**config.mk**
```make
export PLATFORM = sky130hd
export DESIGN_NAME = stopwatch_ctrl
export DESIGN_NICKNAME = d
export VERILOG_FILES = /design/src/rtl/stopwatch_ctrl.sv
export SDC_FILE = /design/constraint.sdc
export NUM_CORES = 1
export LEC_CHECK = 0
export ABC_AREA = 0
export BUFFER_PORTS_ARGS = -buffer_cell sky130_fd_sc_hd__buf_2
export CORE_MARGIN = 8
export CORE_UTILIZATION = 45
export CTS_CLUSTER_DIAMETER = 150
export CTS_CLUSTER_SIZE = 10
export DETAILED_ROUTE_END_ITERATION = 8
export GPL_TIMING_DRIVEN = 0
export HOLD_SLACK_MARGIN = 0.1
export PLACE_DENSITY_LB_ADDON = 0.3
export SETUP_SLACK_MARGIN = 0.15
export SYNTH_ARGS = -nofsm -noshare
export SYNTH_HDL_FRONTEND = slang
export SYNTH_SLANG_ARGS = --single-unit
```
**constraint.sdc**
```tcl
create_clock -name clk -period 4 [get_ports clk]
set_input_delay 0.2 -clock clk [delete_from_list [all_inputs] [get_ports clk]]
set_output_delay 0.2 -clock clk [all_outputs]
set_load 0.02 [all_outputs]
```
**src/rtl/stopwatch_ctrl.sv**
```systemverilog
// -----------------------------------------------------------------------------
// stopwatch_ctrl
//
// Control front-end for the stopwatch counter. Two raw push-buttons are
// synchronized, optionally debounced and edge-detected into one-cycle presses.
// The presses drive an IDLE/RUN/PAUSE state machine. The block also runs a
// prescaler that emits a count tick every CLK_DIV clocks while running.
//
// Parameters:
//   CLK_DIV     clocks per count tick (>= 2)
//   DEB_CYCLES  consecutive stable clocks needed to accept a button level (>= 1)
//
// Ports:
//   clk          system clock
//   rstn         asynchronous active-low reset
//   btn_start_i  raw start/stop button, active-high, asynchronous
//   btn_rst_i    raw reset button, active-high, asynchronous
//   tick_o       one-cycle count tick for the counter's clk_timer
//   timer_en_o   high while in RUN (counter enable)
//   timer_rst_o  one-cycle counter-clear pulse
//   state_o      current state: 00 IDLE, 01 RUN, 10 PAUSE
//
// Build option:
//   STOPWATCH_DEBOUNCE_EN  when defined, builds the debounce stage. When it is
//                          undefined, the debounced level is the synchronized
//                          level and DEB_CYCLES has no effect.
// -----------------------------------------------------------------------------
module stopwatch_ctrl #(
  parameter int CLK_DIV    = 500000,
  parameter int DEB_CYCLES = 1000000
) (
  input  logic       clk,
  input  logic       rstn,
  input  logic       btn_start_i,
  input  logic       btn_rst_i,
  output logic       tick_o,
  output logic       timer_en_o,
  output logic       timer_rst_o,
  output logic [1:0] state_o
);

  typedef enum logic [1:0] {
    IDLE  = 2'b00,
    RUN   = 2'b01,
    PAUSE = 2'b10
  } state_t;

  localparam int CW = $clog2(CLK_DIV);
  localparam logic [CW-1:0] CNT_MAX = CW'(CLK_DIV - 1);

  if (CLK_DIV < 2 || DEB_CYCLES < 1) begin : g_bad_params
    $error("stopwatch_ctrl: requires CLK_DIV >= 2 and DEB_CYCLES >= 1");
  end

  // Index 0 is the start button and index 1 is the reset button.
  logic [1:0] sync_q0;
  logic [1:0] sync_q1;
  logic [1:0] deb_lvl;
  logic [1:0] deb_prev;
  logic       press_start;
  logic       press_rst;

  state_t        state;
  state_t        state_nxt;
  logic          clr_nxt;
  logic [CW-1:0] cnt;

  always_ff @(posedge clk or negedge rstn) begin
    if (!rstn) begin
      sync_q0 <= 2'b00;
      sync_q1 <= 2'b00;
    end else begin
      sync_q0 <= {btn_rst_i, btn_start_i};
      sync_q1 <= sync_q0;
    end
  end

`ifdef STOPWATCH_DEBOUNCE_EN
  localparam int DW = $clog2(DEB_CYCLES + 1);
  localparam logic [DW-1:0] DEB_MAX = DW'(DEB_CYCLES - 1);

  logic [DW-1:0] deb_cnt [2];

  // The level is accepted on the DEB_CYCLES-th consecutive edge that sees it
  // differ from the current debounced level. Any agreeing edge restarts the
  // count, so short glitches never propagate.
  always_ff @(posedge clk or negedge rstn) begin
    if (!rstn) begin
      deb_lvl <= 2'b00;
      for (int i = 0; i < 2; i++) deb_cnt[i] <= '0;
    end else begin
      for (int i = 0; i < 2; i++) begin
        if (sync_q1[i] == deb_lvl[i]) begin
          deb_cnt[i] <= '0;
        end else if (deb_cnt[i] == DEB_MAX) begin
          deb_lvl[i] <= sync_q1[i];
          deb_cnt[i] <= '0;
        end else begin
          deb_cnt[i] <= deb_cnt[i] + 1'b1;
        end
      end
    end
  end
`else
  assign deb_lvl = sync_q1;
`endif

  always_ff @(posedge clk or negedge rstn) begin
    if (!rstn) deb_prev <= 2'b00;
    else       deb_prev <= deb_lvl;
  end

  // The edge detector is combinational so a press is acted on at the edge
  // right after the debounced level rises.
  assign press_start = deb_lvl[0] & ~deb_prev[0];
  assign press_rst   = deb_lvl[1] & ~deb_prev[1];

  // A reset press has priority whenever reset is meaningful (IDLE and PAUSE).
  // In RUN, the reset button is ignored, so a simultaneous start still pauses.
  always_comb begin
    state_nxt = state;
    clr_nxt   = 1'b0;
    case (state)
      IDLE: begin
        if (press_rst)        clr_nxt   = 1'b1;
        else if (press_start) state_nxt = RUN;
      end
      RUN: begin
        if (press_start) state_nxt = PAUSE;
      end
      PAUSE: begin
        if (press_rst) begin
          state_nxt = IDLE;
          clr_nxt   = 1'b1;
        end else if (press_start) begin
          state_nxt = RUN;
        end
      end
      default: state_nxt = IDLE;
    endcase
  end

  // The enable and clear outputs are registered from the next-state decode so
  // they change on the same edge as the state.
  always_ff @(posedge clk or negedge rstn) begin
    if (!rstn) begin
      state       <= IDLE;
      timer_en_o  <= 1'b0;
      timer_rst_o <= 1'b0;
    end else begin
      state       <= state_nxt;
      timer_en_o  <= (state_nxt == RUN);
      timer_rst_o <= clr_nxt;
    end
  end

  assign state_o = state;

  // The prescaler advances on edges whose current state is RUN, which includes
  // the RUN->PAUSE edge. A pause that lands on the wrap edge still ticks, while
  // timer_en_o is already low. The prescaler is held in PAUSE so a resume
  // finishes the partial interval. It is cleared only when returning to IDLE.
  always_ff @(posedge clk or negedge rstn) begin
    if (!rstn) begin
      cnt    <= '0;
      tick_o <= 1'b0;
    end else if (state == RUN) begin
      if (cnt == CNT_MAX) begin
        cnt    <= '0;
        tick_o <= 1'b1;
      end else begin
        cnt    <= cnt + 1'b1;
        tick_o <= 1'b0;
      end
    end else begin
      tick_o <= 1'b0;
      if (state_nxt == IDLE) cnt <= '0;
    end
  end

endmodule

```
==> results of run 1 <==
-- power by group --
group | switching (mW) | total, mW | internal (mW)
clock | 0.120 | 0.251 | 0.131
combinational | 0.0787 | 0.111 | 0.0324
sequential | 0.0144 | 0.334 | 0.320
-- stage by stage --
stage | setup slack [ns] | area [um2] | cells
6_report | 2.24 | 1830 | 229
5_1_grt | 2.08 | 1830 | 229
2_1_floorplan | 2.50 | 1620 | 164
3_5_place_dp | 2.28 | 1710 | 218
4_1_cts | 2.25 | 1830 | 229
3_3_place_gp | 2.31 | 1710 | 218
-- worst paths after layout --
kind	from	endpoint	cells past startpoint
worst min-delay path	sync_q0[1]	deb_lvl[1]	0
worst max-delay path	cnt[0]	cnt[6]	6
max in group asynchronous	rstn	cnt[14]	2
min in group asynchronous	rstn	cnt[16]	2
worst min register to register	sync_q0[1]	deb_lvl[1]	0
worst max register to register	cnt[0]	cnt[6]	6
-- per-layer routing --
metal / global-route usage, % / part of all wire (%) / up-vias
li1: - / - / 655
met1: 16.5 / 43 / 695
met2: 20.0 / 47 / 44
met3: 4.13 / 6.7 / 10
met4: 7.25 / 2.6 / 0
met5: 0 / 0 / -
-- cell usage in the layout, fill, tap and decap left out, types with 4 or more instances in the layout --
master and n:
sky130_fd_sc_hd__o21ai_0 9, sky130_fd_sc_hd__buf_2 15, sky130_fd_sc_hd__dfrtp_1 30, sky130_fd_sc_hd__nand4_1 8
sky130_fd_sc_hd__nand2_1 26, sky130_fd_sc_hd__nand3_1 13, sky130_fd_sc_hd__and4_1 4, sky130_fd_sc_hd__clkbuf_4 5
sky130_fd_sc_hd__o2111ai_1 5, sky130_fd_sc_hd__and3_1 4, sky130_fd_sc_hd__a21oi_1 4
-- logic make-up (layout without fill, tap and decap cells) --
kind of cell	Yosys count	count (layout)	synth area share, %
flip-flops	30	30	46.5
adder cells (fa/ha/maj)	1	1	0.774
multiplexers	2	2	1.24
AO/OA/AOI/OAI	35	35	17.4
AND/OR/NAND/NOR	83	83	29.6
buffers and inverters	13	32	4.49
-- sequential cells by signal, summed over array words and instances, names as in the netlist --
register	count
sync_q0	2
cnt	19
state_o	2
tick_o	1
deb_prev	2
timer_en_o	1
timer_rst_o	1
deb_lvl	2
-- critical path, stage by stage (launching register included) --
cell                       delay, ns
sky130_fd_sc_hd__dfrtp_1        0.42
sky130_fd_sc_hd__ha_1           0.24
sky130_fd_sc_hd__nand3_1        0.24
sky130_fd_sc_hd__buf_2          0.27
sky130_fd_sc_hd__o211ai_1       0.18
sky130_fd_sc_hd__a21boi_0       0.19
sky130_fd_sc_hd__o41ai_1        0.10
-- final cells by class --
class	instances	share of cell area (%)
clock inverter	3	2.47
timing repair buffer	11	3.84
tap	46	3.15
clock buffer	5	2.06
multi-input combinational	121	43.4
sequential	30	41.1
inverter	2	0.411
buffer	11	3.56
==> results.txt, run 1 <==
run status = finished, final reports clean
DRT Pass-1 Iters = 4
number of diodes = 0
dpl hpwl = 2520 um
width of the die = 75.9 um
headroom to the max-slew limit = 56.5%
total area of multi-input combinational cells = 792 um2
floorplan core area = 3390 um2
clock buffer depth = 2
Area Overhead vs Synth = 13.0%
htree depth = 2
Final Max Tran Viols = 0
CTS sink cnt = 30
top post-synthesis cells by area = sky130_fd_sc_hd__dfrtp_1, sky130_fd_sc_hd__nand2_1, sky130_fd_sc_hd__nand3_1
final clock period utilization by the worst path = 43.9%
GRT Residual Overflow = 0
Resized cells post-CTS = 0
mean area per synthesized cell = 9.85 um2
num rows = 21
TritonCTS buffer count = 5
count of endpoints failing setup in the final report = 0
I/O Buffers = 8
Max Freq = 570 MHz
total die area = 5760 um2
Hold WC Path Type = register to register
wire length of the first global-routing pass = 6280 um
via count of the first global-routing pass = 1329
nature of the critical path startpoint = register
placer congestion estimate = 0.861
TritonCTS clock tree = built
initial antenna violation count = 0
latest clock arrival within the worst-skew pair = 0.35 ns
filler instances = 304
DRC violation count after routing = 0
largest net degree at the start of global routing = 31
overall global routing resource usage = 13.3%
min Tclk post-route = 1.76 ns
proportion of synthesized chip area in sequential cells = 46.5%
Cell Area, Synth = 1620 um2
cts hold-fix bufs = 3
total negative slack for setup checks = 0 ns
count of flip-flops with a built-in enable after synthesis = 0
post-route core utilization = 53.9%
clock tree root buffer cell = sky130_fd_sc_hd__clkbuf_4
yosys synthesis warning count = 0
hold slack final = 0.361 ns
final-report hold violation count = 0
count of unique library cells instantiated by Yosys = 42
CP Data Arrival Time = 1.99 ns
register area = 751 um2
sum of routed wire length over all layers = 3630 um
layout cell share with drive strength beyond 1 = 21.3%
count of mapped cells out of synthesis = 164
worst setup path class = register to register
synthesized net count = 169
number of flip-flops and latches in the synthesized netlist = 30
slew at the pin closest to its max-slew limit = 0.652 ns
Layout Nets = 187
leading post-synthesis cells by instance count = sky130_fd_sc_hd__dfrtp_1, sky130_fd_sc_hd__nand2_1, sky130_fd_sc_hd__nand3_1
dominant cell by count in the synthesized netlist = sky130_fd_sc_hd__dfrtp_1
Via-to-Cell Ratio = 6.13
largest area contributor in the synthesized netlist = sky130_fd_sc_hd__dfrtp_1
Initial DRC Count = 174
setup slack, reg-to-reg = 2.24 ns
number of antenna-violating nets in the routed design = 0
Max Clock Skew = 0.00509 ns
top_reg_cell synth = sky130_fd_sc_hd__dfrtp_1
max capacitance violation total = 0
endpoint type of the worst setup path = register
die height = 75.9 um
total vias in the final route = 1404
share of Yosys cell area claimed by the top area cell type = 46.5%
DR WL/cell = 15.9 um
RSZ-0062 raised after global routing = no
Initial Utilization = 47.7%
peak ir drop on the vdd network = 0.000325 V
post-CTS setup buffers = 0
static leakage = 0.753 nW
I/O pin total = 9
post-layout power = 696 uW
clock transition at the registers of the reported paths = 0.11 ns
total power divided by cell area = 381 nW/um2
maximum fanout encountered on the critical timing path = 10
fraction of registers with async set/reset = 100%
worst path required time = 4.23 ns
No activity file was read; power rests on OpenSTA's default activity.
==> inputs of run 2 (changes only) <==
--- a/config.mk
+++ b/config.mk
@@ -5,7 +5,7 @@
 export SDC_FILE = /design/constraint.sdc
 export NUM_CORES = 1
 export LEC_CHECK = 0
-export ABC_AREA = 0
+export ABC_AREA = 1
 export BUFFER_PORTS_ARGS = -buffer_cell sky130_fd_sc_hd__buf_2
 export CORE_MARGIN = 8
 export CORE_UTILIZATION = 45
==> constraint.sdc (replaced) <==
create_clock -name clk -period 1.6 [get_ports clk]
set_input_delay 0.08 -clock clk [delete_from_list [all_inputs] [get_ports clk]]
set_output_delay 0.08 -clock clk [all_outputs]
set_load 0.02 [all_outputs]
==> results.txt, run 2 <==
Area Overhead vs Synth = 20.5%
DRT Pass-1 Iters = 4 (unchanged)
total vias in the final route = 1448 (+3.1%)
min Tclk post-route = 1.47 ns (-0.285 ns)
Initial Utilization = 46.3% (-1.4 points)
post-layout power = 2.28 mW (+230%)
leading post-synthesis cells by instance count = sky130_fd_sc_hd__nand2_1, sky130_fd_sc_hd__dfrtp_1, sky130_fd_sc_hd__nor2_1
Initial DRC Count = 79 (-55%)
run status = finished, final reports clean
commonest cells after routing, fill and taps aside = sky130_fd_sc_hd__nand2_1, sky130_fd_sc_hd__dfrtp_1, sky130_fd_sc_hd__nor2_1, sky130_fd_sc_hd__nand3_1, sky130_fd_sc_hd__inv_1
fin cells = 285 (+24%)
TritonCTS buffer count = 5 (unchanged)
cell type of the slowest stage on the worst timing path = sky130_fd_sc_hd__dfrtp_1
RSZ-0062 raised after global routing = yes
count of flip-flops with a built-in enable after synthesis = 0 (unchanged)
count of unique library cells instantiated by Yosys = 25 (-40%)
synthesized-area fraction occupied by xor and xnor cells = 3.65% (+3.6 points)
internal power consumption = 1.64 mW (+240%)
wire length of the first global-routing pass = 6610 um (+5.3%)
final-report hold violation count = 0 (unchanged)
number of antenna-violating nets in the routed design = 0 (unchanged)
Hold WC Path Type = input port to async pin
Sw Ratio = 28.0% (-2.6 points)
post-synthesis mux area share = 0% (-1.2 points)
peak ir drop on the vdd network = 0.000698 V (+110%)
initial antenna violation count = 0 (unchanged)
clock tree root buffer cell = sky130_fd_sc_hd__clkbuf_8
CP dominant cell by count = sky130_fd_sc_hd__nor2_4
sum of routed wire length over all layers = 3650 um (+0.63%)
CP Cell Sequence = ha_2 -> nand2_2 -> nor2_4 -> nand3_2 -> nor2_4 -> nor2_4 -> nor2_8 -> nor2_2
Slowest Stage Delay on Critical Path = 0.35 ns (-0.07 ns)
overall global routing resource usage = 13.8% (+0.50 points)
largest net degree at the start of global routing = 31 (unchanged)
setup slack, reg-to-reg = 0.13 ns (-2.12 ns)
Via-to-Cell Ratio = 5.08 (-17%)
proportion of synthesized chip area in sequential cells = 44.6% (-1.8 points)
top post-synthesis cells by area = sky130_fd_sc_hd__dfrtp_1, sky130_fd_sc_hd__nand2_1, sky130_fd_sc_hd__nand3_1
synthesized net count = 219 (+30%)
slew at the pin closest to its max-slew limit = 0.653 ns (+0.000908 ns)
static leakage = 0.926 nW (+23%)
endpoint type of the worst setup path = register
maximum fanout encountered on the critical timing path = 8 (-2)
share of Yosys cell area claimed by the top area cell type = 44.6% (-1.8 points)
mean area per synthesized cell = 7.86 um2 (-20%)
yosys synthesis warning count = 0 (unchanged)
I/O Buffers = 8 (unchanged)
GRT Residual Overflow = 0 (unchanged)
portion of total power attributed to combinational logic = 20.7% (+4.7 points)
count of endpoints failing setup in the final report = 0 (unchanged)
number of flip-flops and latches in the synthesized netlist = 30 (unchanged)
simple-gate share of the synthesized area = 39.6% (+10 points)
total power divided by cell area = 1130 nW/um2 (+200%)
total die area = 5950 um2 (+3.2%)
DRC violation count after routing = 0 (unchanged)
total negative slack for setup checks = 0 ns (unchanged)
layout cell share with drive strength beyond 1 = 26.6% (+5.3 points)
largest area contributor in the synthesized netlist = sky130_fd_sc_hd__dfrtp_1
width of the die = 77.1 um (+1.6%)
top_reg_cell synth = sky130_fd_sc_hd__dfrtp_1
via count of the first global-routing pass = 1440 (+8.4%)
Final Max Tran Viols = 0 (unchanged)
clock network fraction of design power = 41.9% (+5.8 points)
CTS sink cnt = 30 (unchanged)
leading cell type in the layout, fill and taps excluded = sky130_fd_sc_hd__nand2_1
htree depth = 2 (unchanged)
clock transition at the registers of the reported paths = 0.07 ns (-0.04 ns)
final clock period utilization by the worst path = 91.9% (+48 points)
adder-cell share of the synthesized area = 0.744% (-0.031 points)
dpl hpwl = 2590 um (+3.1%)
fraction of registers with async set/reset = 100% (unchanged)
floorplan core area = 3630 um2 (+7.2%)
DR WL/cell = 12.8 um (-19%)
hold slack final = 0.351 ns (-0.0103 ns)
I/O pin total = 9 (unchanged)
Top reg by flops = cnt
number of diodes = 0 (unchanged)
TritonCTS clock tree = built
max capacitance violation total = 0 (unchanged)
DP Cell Count = 270 (+24%)
Cell Area, Synth = 1680 um2 (+4.1%)
die height = 77.1 um (+1.6%)
combinational family with the most area after synthesis = simple AND/OR/NAND/NOR gates
Max Freq = 680 MHz (+19%)
max reg flops = 19 (unchanged)
Layout Nets = 241 (+29%)
CP Data Arrival Time = 1.64 ns (-0.35 ns)
count of mapped cells out of synthesis = 214 (+30%)
worst path required time = 1.77 ns (-2.46 ns)
dominant cell by count in the synthesized netlist = sky130_fd_sc_hd__nand2_1
headroom to the max-slew limit = 56.5% (-0.061 points)
Synth Area in Compound Gates = 4.61% (-13 points)
post-route core utilization = 55.8% (+1.9 points)
worst setup path class = register to register
nature of the critical path startpoint = register
placer congestion estimate = 0.945 (+9.7%)
num rows = 22 (+4.8%)
clock buffer depth = 2 (unchanged)
switching power total = 639 uW (+200%)
Max Clock Skew = 0.00721 ns (+0.00212 ns)
latest clock arrival within the worst-skew pair = 0.29 ns (-0.06 ns)
Sequential Power Share = 37.4% (-11 points)
==> run 2: cell count changes in the layout (fill, tap and decap cells not counted), sizes merged, moves of 5 or more <==
| cell | change |
|---|---|
| inv | +21 |
| nand2 | +29 |
| nand3 | +13 |
| nor2 | +41 |
| o2111ai | -5 |
| xor2 | +7 |
==> run 2: timing repair <==
action | 4_1_cts | 5_1_grt
buffers inserted | 4 | 0
pin swaps | 5 | 5
resized for setup | 1 | 13
hold buffers | 3 | 0
setup endpoints to repair | 15 | 19
endpoints found under the hold margin | 32 | 0
==> run 2: cell families (layout without fill, tap and decap cells) <==
family | Yosys count | count (layout)
flip-flops | 30 | 30
adder cells (fa/ha/maj) | 1 | 1
AND/OR/NAND/NOR | 135 | 135
AO/OA/AOI/OAI | 13 | 13
buffers and inverters | 28 | 51
XOR/XNOR | 7 | 7
==> run 2: cell type report <==
type                    count  area [um2]
plain buffers               5        36.3
clock buffers               6        82.6
clock inverters             2        60.1
fillers                   360        1610
inverters                  23        86.3
multi-input cells         156         846
flip-flops and latches     30         751
well taps                  48        60.1
repair buffers             15         104
==> run 2: final timing paths <==
path / start / end / depth (start not counted)
worst max-delay path: cnt[0] / cnt[7] / 8
worst min-delay path: rstn / cnt[12] / 2
worst max register to register: cnt[0] / cnt[7] / 8
worst min register to register: sync_q0[1] / deb_lvl[1] / 0
max in group asynchronous: rstn / cnt[2] / 2
min in group clk: sync_q0[1] / deb_lvl[1] / 0
==> run 2: power by group through the flow <==
stage | clock, mW | combinational (mW) | sequential [mW]
final | 0.956 | 0.472 | 0.852
after global routing | 1.01 | 0.530 | 0.860
after CTS | 0.977 | 0.466 | 0.854
after detailed placement | 0 | 0.405 | 0.878
after global placement | 0 | 0.402 | 0.876
after floorplan | 0 | 0.251 | 0.906
==> run 2: layer usage <==
metal	vias up	routed length [um]	track usage [%]
met2	37	1710	21.2
met4	0	102	7.74
met5	-	0	0
met3	7	165	4.78
met1	678	1680	16.4
li1	726	-	-
==> run 2: critical path: cells and delay by family, from the launching register on <==
kind	cells	cell delay (ns)
adder cells (fa/ha/maj)	1	0.19
flip-flops	1	0.35
AND/OR/NAND/NOR	7	0.81
==> run 2: metrics by stage <==
stage          setup WS [ns]  cell area (um2)
2_1_floorplan          0.201             1680
3_3_place_gp          0.0322             1780
3_5_place_dp          0.0273             1780
4_1_cts                0.110             1990
5_1_grt               0.0540             2030
6_report               0.130             2030
